**src/rtl/contador_ctrl.sv**
```systemverilog
// contador_ctrl: readout sequencer for the push-counter bank.
//   On start it waits for the FIFOs to drain, then sweeps idx 0..NUM_CNT-1.
//   It issues one req per index and turns each returned count into a one-cycle
//   cnt_valid pulse tagged with its index. An index that does not answer
//   within TIMEOUT cycles is skipped and sets the sticky error flag.
// Ports:
//   clk, reset              clock / async active-high reset
//   start, idle             sweep request / bank FIFOs empty
//   data_in, valid_in       count returned by the bank
//   req_out, idx_out        read request and index to the bank
//   cnt_data, cnt_idx,
//   cnt_valid               captured result and its one-cycle qualifier
//   busy, done, error       sweep status
module contador_ctrl #(
    parameter int NUM_CNT = 5,
    parameter int DATA_W  = 6,
    parameter int IDX_W   = 3,
    parameter int TIMEOUT = 8
) (
    input  logic              clk,
    input  logic              reset,
    input  logic              start,
    input  logic              idle,
    input  logic [DATA_W-1:0] data_in,
    input  logic              valid_in,
    output logic              req_out,
    output logic [IDX_W-1:0]  idx_out,
    output logic [DATA_W-1:0] cnt_data,
    output logic [IDX_W-1:0]  cnt_idx,
    output logic              cnt_valid,
    output logic              busy,
    output logic              done,
    output logic              error
);

    localparam int TMR_W = $clog2(TIMEOUT);
    localparam logic [TMR_W-1:0] TMR_LAST = TMR_W'(TIMEOUT - 1);
    localparam logic [IDX_W-1:0] IDX_LAST = IDX_W'(NUM_CNT - 1);

    typedef enum logic [2:0] {
        S_IDLE,
        S_WAIT_IDLE,
        S_REQ,
        S_WAIT_VALID,
        S_DONE
    } state_t;

    state_t            state_q, state_d;
    logic [IDX_W-1:0]  index_q, index_d;
    logic [TMR_W-1:0]  timer_q, timer_d;
    logic              req_q, req_d;
    logic [DATA_W-1:0] cnt_data_q, cnt_data_d;
    logic [IDX_W-1:0]  cnt_idx_q, cnt_idx_d;
    logic              cnt_valid_q, cnt_valid_d;
    logic              busy_q, busy_d;
    logic              done_q, done_d;
    logic              error_q, error_d;
    logic              leave_wait;

    always_comb begin
        state_d     = state_q;
        index_d     = index_q;
        timer_d     = timer_q;
        cnt_data_d  = cnt_data_q;
        cnt_idx_d   = cnt_idx_q;
        cnt_valid_d = 1'b0;
        error_d     = error_q;
        leave_wait  = 1'b0;

        case (state_q)
            S_IDLE: begin
                if (start) begin
                    state_d = S_WAIT_IDLE;
                    error_d = 1'b0;
                    index_d = '0;
                end
            end
            S_WAIT_IDLE: begin
                if (idle) state_d = S_REQ;
            end
            S_REQ: begin
                state_d = S_WAIT_VALID;
                timer_d = '0;
            end
            S_WAIT_VALID: begin
                timer_d = timer_q + TMR_W'(1);
                // A capture on the last timer cycle wins over the timeout.
                if (valid_in) begin
                    cnt_data_d  = data_in;
                    cnt_idx_d   = index_q;
                    cnt_valid_d = 1'b1;
                    leave_wait  = 1'b1;
                end else if (timer_q == TMR_LAST) begin
                    error_d    = 1'b1;
                    leave_wait = 1'b1;
                end
                if (leave_wait) begin
                    if (index_q == IDX_LAST) begin
                        state_d = S_DONE;
                    end else begin
                        index_d = index_q + IDX_W'(1);
                        state_d = S_REQ;
                    end
                end
            end
            S_DONE: begin
                state_d = S_IDLE;
            end
            default: begin
                state_d = S_IDLE;
            end
        endcase

        // Status outputs are decoded from the next state so that the
        // registered versions line up with the state they describe.
        req_d  = (state_d == S_REQ);
        done_d = (state_d == S_DONE);
        busy_d = (state_d != S_IDLE);
    end

    always_ff @(posedge clk or posedge reset) begin
        if (reset) begin
            state_q     <= S_IDLE;
            index_q     <= '0;
            timer_q     <= '0;
            req_q       <= 1'b0;
            cnt_data_q  <= '0;
            cnt_idx_q   <= '0;
            cnt_valid_q <= 1'b0;
            busy_q      <= 1'b0;
            done_q      <= 1'b0;
            error_q     <= 1'b0;
        end else begin
            state_q     <= state_d;
            index_q     <= index_d;
            timer_q     <= timer_d;
            req_q       <= req_d;
            cnt_data_q  <= cnt_data_d;
            cnt_idx_q   <= cnt_idx_d;
            cnt_valid_q <= cnt_valid_d;
            busy_q      <= busy_d;
            done_q      <= done_d;
            error_q     <= error_d;
        end
    end

    // index_q is a flop and already holds the value the bank needs in both
    // REQ and WAIT_VALID, so it drives idx_out directly.
    assign req_out   = req_q;
    assign idx_out   = index_q;
    assign cnt_data  = cnt_data_q;
    assign cnt_idx   = cnt_idx_q;
    assign cnt_valid = cnt_valid_q;
    assign busy      = busy_q;
    assign done      = done_q;
    assign error     = error_q;

endmodule

```
**config.mk**
```make
export PLATFORM = sky130hd
export DESIGN_NAME = contador_ctrl
export DESIGN_NICKNAME = d
export VERILOG_FILES = /design/src/rtl/contador_ctrl.sv
export SDC_FILE = /design/constraint.sdc
export NUM_CORES = 1
export LEC_CHECK = 0
export CAP_MARGIN = 5
export CORE_MARGIN = 5
export CORE_UTILIZATION = 50
export DETAILED_ROUTE_END_ITERATION = 12
export GPL_TIMING_DRIVEN = 0
export PLACE_DENSITY = 0.83
export SLEW_MARGIN = 20
export SYNTH_ARGS = -nofsm -noshare
export SYNTH_HDL_FRONTEND = slang
export SYNTH_SLANG_ARGS = --single-unit
export TNS_END_PERCENT = 50
```
**constraint.sdc**
```tcl
create_clock -name clk -period 4.35 [get_ports clk]
set_clock_uncertainty 0.15 [all_clocks]
set_input_delay 0.6525 -clock clk [delete_from_list [all_inputs] [get_ports clk]]
set_output_delay 0.6525 -clock clk [all_outputs]
set_load 0.01 [all_outputs]
```
==> reports/qor.txt, run 1 <==
Final #Nets = 130
Mapped Nets = 98
Max Clock Freq = 0.461 GHz
flops & latches, synth = 23
CP peak stage delay = 590 ps
CP Max Fanout = 7
die height = 55.0 um
WP buf/inv = 1
Slew Viols, Final = 0
CTS tree = built
DPL Wire Length = 1500 um
DR DRC count = 0
Final Cycle Share = 49.8%
relative slew slack = 44.4%
largest net degree at the start of global routing = 24
sequential area share after synthesis = 56.8%
MaxCap Viol Count = 0
Die X = 55.0 um
Mean Syn Cell Area = 12.2 sq um
Critical Path Source Type = flip-flop
Avg WL per Cell = 13.4 um
CORE AREA = 0.00194 sq mm
# setup viols final = 0
Critical Path, Cell by Cell = clkdlybuf4s50_1
Flop pwr share = 40.7%
GRT met3 Usage = 3.49%
Reg2Reg Setup Slack = 2550 ps
Worst-Skew Late Latency = 290 ps
IO Port Bufs = 27
clock power share = 10.3%
drt first pass iters = 4
num rows = 16
YS warnings = 0
Via density = 4.83
CTS Sinks = 23
antenna cell count = 0
Hold WC Path Type = reg -> reg
synth-to-layout area growth = 32.6%
VDD IR max = 0.000392 V
slowest CP cell = clkdlybuf4s50_1
power share of the combinational group = 49.0%
H-tree Lvls = 1
hold_buf cts = 0
GRT overflow = 0
total track usage = 14.8%
postcts setup bufs = 0
vias in the first global route = 734
fillers = 154
area occupied by registers = 576 sq um
actual slew at the worst max-slew pin = 832 ps
met1 Resource Use GR = 16.8%
initial antenna violation count = 0
Switching Share = 34.2%
Starting Density = 52.2%
Tmin final = 2170 ps
clock tree root driver cell = clkbuf_4
layout cells sized above 1 = 14.9%
Vias = 681
DRT Wirelength = 1890 um
CP Capture Type = primary output
status = completed
Switch Pwr = 302 uW
CTS Buf Count = 3
1st-iter DRT viols = 9
count of cell types in the netlist = 22
Clock Tree Buf Depth = 2
Leak Pwr = 0.637 nW
RSZ-0062 raised after global routing = no
clock transition at the registers of the reported paths = 110 ps
routability cong. = 0.809
worst path required time = 3550 ps
IO Pins = 28
die area = 0.00303 sq mm
Synth Cell Area = 0.00101 sq mm
area of the multi-input gates = 397 sq um
Syn Inst Count = 83
Final Hold Fails = 0
CP Class = reg -> out
Crit path arrival time = 1370 ps
first-pass GRT wire length = 3140 um
Worst path top cell family by delay = buffers and inverters
PostCTS Resize Cnt = 0
Internal = 583 uW
GRT busiest layer = met2
Fin Setup TNS = 0 ps
met2 usage = 26.6%
hold slack = 339 ps
PwrDens = 658 mW/mm^2
DRT antenna net count = 0
-- final timing paths --
path | endpoint | from | depth (start not counted)
setup / recovery | idx_out[2] | idx_out[2] | 1
hold / removal | cnt_idx[1] | cnt_idx[1] | 2
setup reg to reg | busy | timer_q[0] | 5
hold reg to reg | cnt_idx[1] | cnt_idx[1] | 2
max in group asynchronous | req_out | reset | 2
min in group asynchronous | cnt_data[3] | reset | 2
-- kinds of logic after synthesis --
family / share of synthesized area [%]
adders and majority gates: 4.94
DFF: 56.8
AOI/OAI and AO/OA: 6.91
buffers and inverters: 4.07
and+or+nand+nor: 14.7
muxes: 12.6
-- area by class of cell --
cell class	count	share of cell area (%)
repair buffers	27	20.1
multi-input cells	52	29.5
plain buffers	2	1.40
well taps	27	2.51
flip-flops and latches	23	42.8
clock buffers	4	1.96
inverters	6	1.68
-- worst min-delay path: cells and delay by family, from the launching register on --
kind / cells / cell delay [ps]
AO/OA/AOI/OAI: 1 / 60
flip-flops: 1 / 360
AND/OR/NAND/NOR: 1 / 50
-- routing by layer --
layer | up-vias | wire length (um) | share of wire, %
met2 | 22 | 990 | 52
met1 | 318 | 732 | 39
met3 | 2 | 159 | 8.4
met4 | 0 | 12 | 0.63
li1 | 339 | - | -
met5 | - | 0 | 0
-- placed cells by master (no fill, tap or decap) --
cell type	instances
o21ai_0	5
dfrtp_1	23
clkbuf_1	1
o21ai_2	1
buf_6	1
mux2_4	5
mux2i_1	3
or4b_4	1
o211ai_1	1
and2b_4	1
a211oi_2	1
ha_1	4
nand2_1	16
mux2_2	2
or3b_1	1
clkdlybuf4s50_1	27
inv_1	6
nor2_1	3
nand2b_1	2
o31ai_1	1
buf_4	1
nand3_1	3
nand3_4	1
o2111ai_1	1
clkbuf_4	3
-- sequential cells by signal, summed over array words and instances, names as in the netlist --
signal	cells
error	1
done	1
idx_out	3
busy	1
req_out	1
state_q	3
cnt_valid	1
cnt_data	6
cnt_idx	3
timer_q	3
-- cell usage after synthesis --
master	count	area share, %
dfrtp_1	23	57
nand2_1	16	5.9
inv_1	6	2.2
mux2_4	5	7.4
o21ai_0	5	2.5
ha_1	4	4.9
mux2i_1	3	3.0
nand3_1	3	1.5
nor2_1	3	1.1
mux2_2	2	2.2
nand2b_1	2	1.2
a211oi_2	1	1.2
and2b_4	1	0.99
buf_4	1	0.74
buf_6	1	1.1
nand3_4	1	1.7
o2111ai_1	1	0.86
o211ai_1	1	0.74
o21ai_2	1	0.86
o31ai_1	1	0.74
or3b_1	1	0.86
or4b_4	1	1.4
-- metrics by stage --
stage / area (sq um) / util, % / setup slack (ps) / power, mW / instances
final: 1340 / 69.2 / 2180 / 0.885 / 141
after global routing: 1340 / 69.2 / 2110 / 0.963 / 141
after CTS: 1340 / 69.2 / 2180 / 0.901 / 141
after detailed placement: 1320 / 67.8 / 2170 / 0.808 / 137
after global placement: 1320 / 67.8 / 2180 / 0.787 / 137
after floorplan: 1010 / - / 2700 / 0.611 / 83
-- power by group through the flow --
stage                     clock network, mW  registers, mW  logic (mW)
after floorplan                           0          0.390       0.221
after global placement                    0          0.360       0.427
after detailed placement                  0          0.366       0.443
after CTS                            0.0963          0.361       0.444
after global routing                  0.107          0.372       0.484
final                                0.0911          0.360       0.434
No activity file was read; power rests on OpenSTA's default activity.
==> run 2: changes to the inputs <==
Settings changed: CORE_UTILIZATION 50 to 46, PLACE_DENSITY 0.83 to 0.77.
Clock period 4.35 ns to 2.2 ns, I/O delays scaled along.
==> reports/qor.txt, run 2 (synthesis gave the netlist of run 1 again) <==
Critical R2R Capture = busy
hold slack = 332 ps
actual slew at the worst max-slew pin = 821 ps
DRT Wirelength = 1780 um
Fin Setup TNS = 0 ps
clock tree root driver cell = clkbuf_4
WP buf/inv = 1
Switching Share = 33.9%
drt first pass iters = 4
Flop pwr share = 40.9%
Critical Path Source Type = flip-flop
postcts setup bufs = 0
Slew Viols, Final = 0
Cell Area, Placed = 0.00132 sq mm
commonest non-fill, non-tap cell in the layout = clkdlybuf4s50_1
CTS tree = built
Final Cycle Share = 83.8%
Leak Pwr = 0.637 nW
Internal = 1.15 mW
PostCTS Resize Cnt = 0
relative slew slack = 45.2%
VDD IR max = 0.000666 V
Avg WL per Cell = 12.5 um
slowest CP cell = clkdlybuf4s50_1
Worst-Skew Late Latency = 300 ps
Die X = 56.9 um
initial antenna violation count = 0
Via density = 5.00
MaxCap Viol Count = 0
H-tree Lvls = 1
RSZ-0062 raised after global routing = no
layout cells sized above 1 = 14.9%
PwrDens = 1300 mW/mm^2
GRT overflow = 0
Final Instance Area = 0.00135 sq mm
CORE AREA = 0.00215 sq mm
die height = 56.9 um
Final Hold Fails = 0
Reg2Reg Setup Slack = 410 ps
Worst path top cell family by delay = buffers and inverters
DRT antenna net count = 0
clock power share = 10.5%
Max Clock Freq = 0.542 GHz
Crit path arrival time = 1360 ps
worst path required time = 1720 ps
total track usage = 12.5%
DR DRC count = 0
IO Port Bufs = 27
Finished Core Util = 62.6%
routability cong. = 0.809
clock transition at the registers of the reported paths = 110 ps
Tmin final = 1840 ps
num rows = 17
Vias = 710
Hold WC Path Type = in -> async
first-pass GRT wire length = 3180 um
Critical Path, Cell by Cell = clkdlybuf4s50_1
Starting Density = 47.2%
die area = 0.00324 sq mm
1st-iter DRT viols = 5
Switch Pwr = 591 uW
Final #Nets = 130
largest net degree at the start of global routing = 24
CP Max Fanout = 7
vias in the first global route = 731
DPL Wire Length = 1440 um
CTS Buf Count = 3
Clock Tree Buf Depth = 2
flip-flop count of the largest register after layout = 6
status = completed
CP Class = reg -> out
# setup viols final = 0
CP peak stage delay = 580 ps
synth-to-layout area growth = 32.7%
CP Capture Type = primary output
CTS Sinks = 23
R2R depth = 5
power share of the combinational group = 48.6%
antenna cell count = 0
worst reg2reg path startpoint = timer_q[0]
IO Pins = 28
hold_buf cts = 0
most frequent cells in the layout = clkdlybuf4s50_1, dfrtp_1, nand2_1
[run 2: cell counts in the layout (fill, tap and decap cells not counted)]
Identical to the previous run, type by type.
[run 2: worst max path at each step]
stage	from	endpoint	slack, ps	cells past startpoint
final	idx_out[2]	idx_out[2]	360	1
after detailed placement	valid_in	busy	320	5
after global routing	idx_out[2]	idx_out[2]	270	1
after global placement	valid_in	busy	330	5
after CTS	idx_out[2]	idx_out[2]	340	1
after floorplan	timer_q[0]	busy	550	5
[run 2: routing by layer]
layer / up-vias / GRT usage (%) / routed length [um]
met3: 3 / 2.71 / 127
met5: - / 0 / 0
met4: 0 / 5.96 / 30
li1: 345 / - / -
met1: 340 / 15.1 / 753
met2: 22 / 21.0 / 869
[run 2: power groups by stage]
stage | clock network [mW] | registers [mW] | logic (mW)
2_1_floorplan | 0 | 0.772 | 0.436
3_3_place_gp | 0 | 0.712 | 0.844
3_5_place_dp | 0 | 0.727 | 0.862
4_1_cts | 0.193 | 0.717 | 0.865
5_1_grt | 0.208 | 0.741 | 0.933
6_report | 0.182 | 0.713 | 0.848
[run 2: cell type report]
class,count,area (sq um)
clock buffers,4,26.3
flip-flops and latches,23,576
fillers,180,803
repair buffers,27,270
plain buffers,2,18.8
well taps,28,35.0
multi-input cells,52,397
inverters,6,22.5
[run 2: per-stage QoR]
step | setup WS, ps | std cells | power [mW]
final | 356 | 142 | 1.74
after global routing | 270 | 142 | 1.88
after CTS | 336 | 142 | 1.78
after detailed placement | 324 | 138 | 1.59
after global placement | 326 | 138 | 1.56
after floorplan | 550 | 83 | 1.21
==> run 3: changes to the inputs <==
Clock period 2.2 ns to 1.8 ns, I/O delays scaled along.
==> reports/qor.txt, run 3 (synthesis gave the netlist of run 1 again) <==
MaxCap Viol Count = 0
CP peak stage delay = 420 ps
relative slew slack = 45.1%
Critical Path Source Type = flip-flop
CTS Sinks = 23
GRT overflow = 0
clock power share = 10.4%
DR DRC count = 0
Final Cycle Share = 99.1%
Avg WL per Cell = 13.0 um
Stages on worst setup path = 5
most frequent cells in the layout = clkdlybuf4s50_1, dfrtp_1, nand2_1
flip-flop count of the largest register after layout = 6
slowest CP cell = dfrtp_1
vias in the first global route = 731
Switching Share = 34.1%
clock transition at the registers of the reported paths = 110 ps
IO Port Bufs = 27
total power = 2.15 mW
Critical Path, Cell by Cell = ha_2 -> ha_2 -> o211ai_1 -> nor2_1 -> or3b_1
Fin Setup TNS = 0 ps
IO Pins = 28
Vias = 718
status = completed
WP buf/inv = 0
die area = 0.00324 sq mm
Die X = 56.9 um
CORE AREA = 0.00215 sq mm
worst path required time = 1840 ps
Slew Viols, Final = 0
initial antenna violation count = 0
Clock Tree Buf Depth = 2
power share of the combinational group = 48.9%
total track usage = 12.5%
Finished Core Util = 63.2%
drt first pass iters = 4
actual slew at the worst max-slew pin = 822 ps
DRT Wirelength = 1850 um
CP Class = reg -> reg
CTS Buf Count = 3
Leak Pwr = 0.634 nW
Worst-Skew Late Latency = 300 ps
Switch Pwr = 735 uW
PwrDens = 1580 mW/mm^2
Final Instance Area = 0.00136 sq mm
Crit path arrival time = 1820 ps
routability cong. = 0.809
synth-to-layout area growth = 34.1%
Starting Density = 47.2%
CP Max Fanout = 3
Tmin final = 1780 ps
Max Clock Freq = 0.561 GHz
largest net degree at the start of global routing = 24
Worst path top cell family by delay = simple AND/OR/NAND/NOR gates
CP Capture Type = flip-flop
Flop pwr share = 40.7%
Internal = 1.42 mW
# setup viols final = 0
Via density = 5.02
Final Hold Fails = 0
Hold WC Path Type = in -> async
num rows = 17
Final #Nets = 131
clock tree root driver cell = clkbuf_4
VDD IR max = 0.000821 V
DRT antenna net count = 0
DPL Wire Length = 1440 um
Cell Area, Placed = 0.00132 sq mm
1st-iter DRT viols = 6
commonest non-fill, non-tap cell in the layout = clkdlybuf4s50_1
hold_buf cts = 0
antenna cell count = 0
first-pass GRT wire length = 3180 um
layout cells sized above 1 = 18.3%
R2R depth = 5
cell mode on critical path = ha_2
H-tree Lvls = 1
CTS tree = built
die height = 56.9 um
-- run 3: cell types whose count changed in the layout (fill, tap and decap cells not counted) --
cell	change
buf_4	+1
dfrtp_1	-1
dfrtp_2	+1
ha_1	-2
ha_2	+2
-- run 3: power groups by stage --
stage / sequential [mW] / clock (mW) / combinational [mW]
6_report: 0.877 / 0.224 / 1.05
5_1_grt: 0.910 / 0.254 / 1.15
4_1_cts: 0.878 / 0.236 / 1.06
3_5_place_dp: 0.889 / 0 / 1.05
3_3_place_gp: 0.870 / 0 / 1.03
2_1_floorplan: 0.944 / 0 / 0.533
-- run 3: layout make-up --
| class | count | area (sq um) |
|---|---|---|
| timing repair buffer | 28 | 278 |
| multi-input combinational | 52 | 402 |
| buffer | 2 | 18.8 |
| tap | 28 | 35.0 |
| clock buffer | 4 | 26.3 |
| fill | 178 | 790 |
| inverter | 6 | 22.5 |
| sequential | 23 | 577 |
-- run 3: worst reg2reg max path, delay by kind of cell, from the launching register on --
| family | cells | cell delay (ps) |
|---|---|---|
| adders and majority gates | 2 | 380 |
| AOI/OAI and AO/OA | 1 | 240 |
| and+or+nand+nor | 2 | 480 |
| DFF | 1 | 420 |
-- run 3: path summary, 6_finish.rpt --
path,start,slack (ps),to
max,timer_q[0],20,busy
min,reset,270,cnt_data[3]
max reg2reg,timer_q[0],20,busy
min reg2reg,timer_q[1],340,timer_q[1]
max in group asynchronous,reset,670,idx_out[2]
min in group clk,timer_q[1],340,timer_q[1]
-- run 3: routing by layer --
metal | GRT usage, % | vias up | routed length (um)
met5 | 0 | - | 0
met4 | 5.96 | 0 | 30
met3 | 2.71 | 3 | 127
met2 | 21.0 | 22 | 906
met1 | 15.1 | 347 | 788
li1 | - | 346 | -
-- run 3: timing repair --
action,in CTS,in global routing
pin swaps,1,2
buffers inserted,0,1
resized for setup,1,2
cloned,0,0
endpoints found under the setup margin,2,1
-- run 3: stage by stage --
step / std cells / hold WS [ps] / worst slack (ps)
global route: 143 / 373 / -40.4
global placement: 138 / 310 / -13.5
detailed placement: 138 / 315 / -15.6
finish: 143 / 270 / 16.3
floorplan: 83 / 122 / 150
CTS: 142 / 300 / 8.32
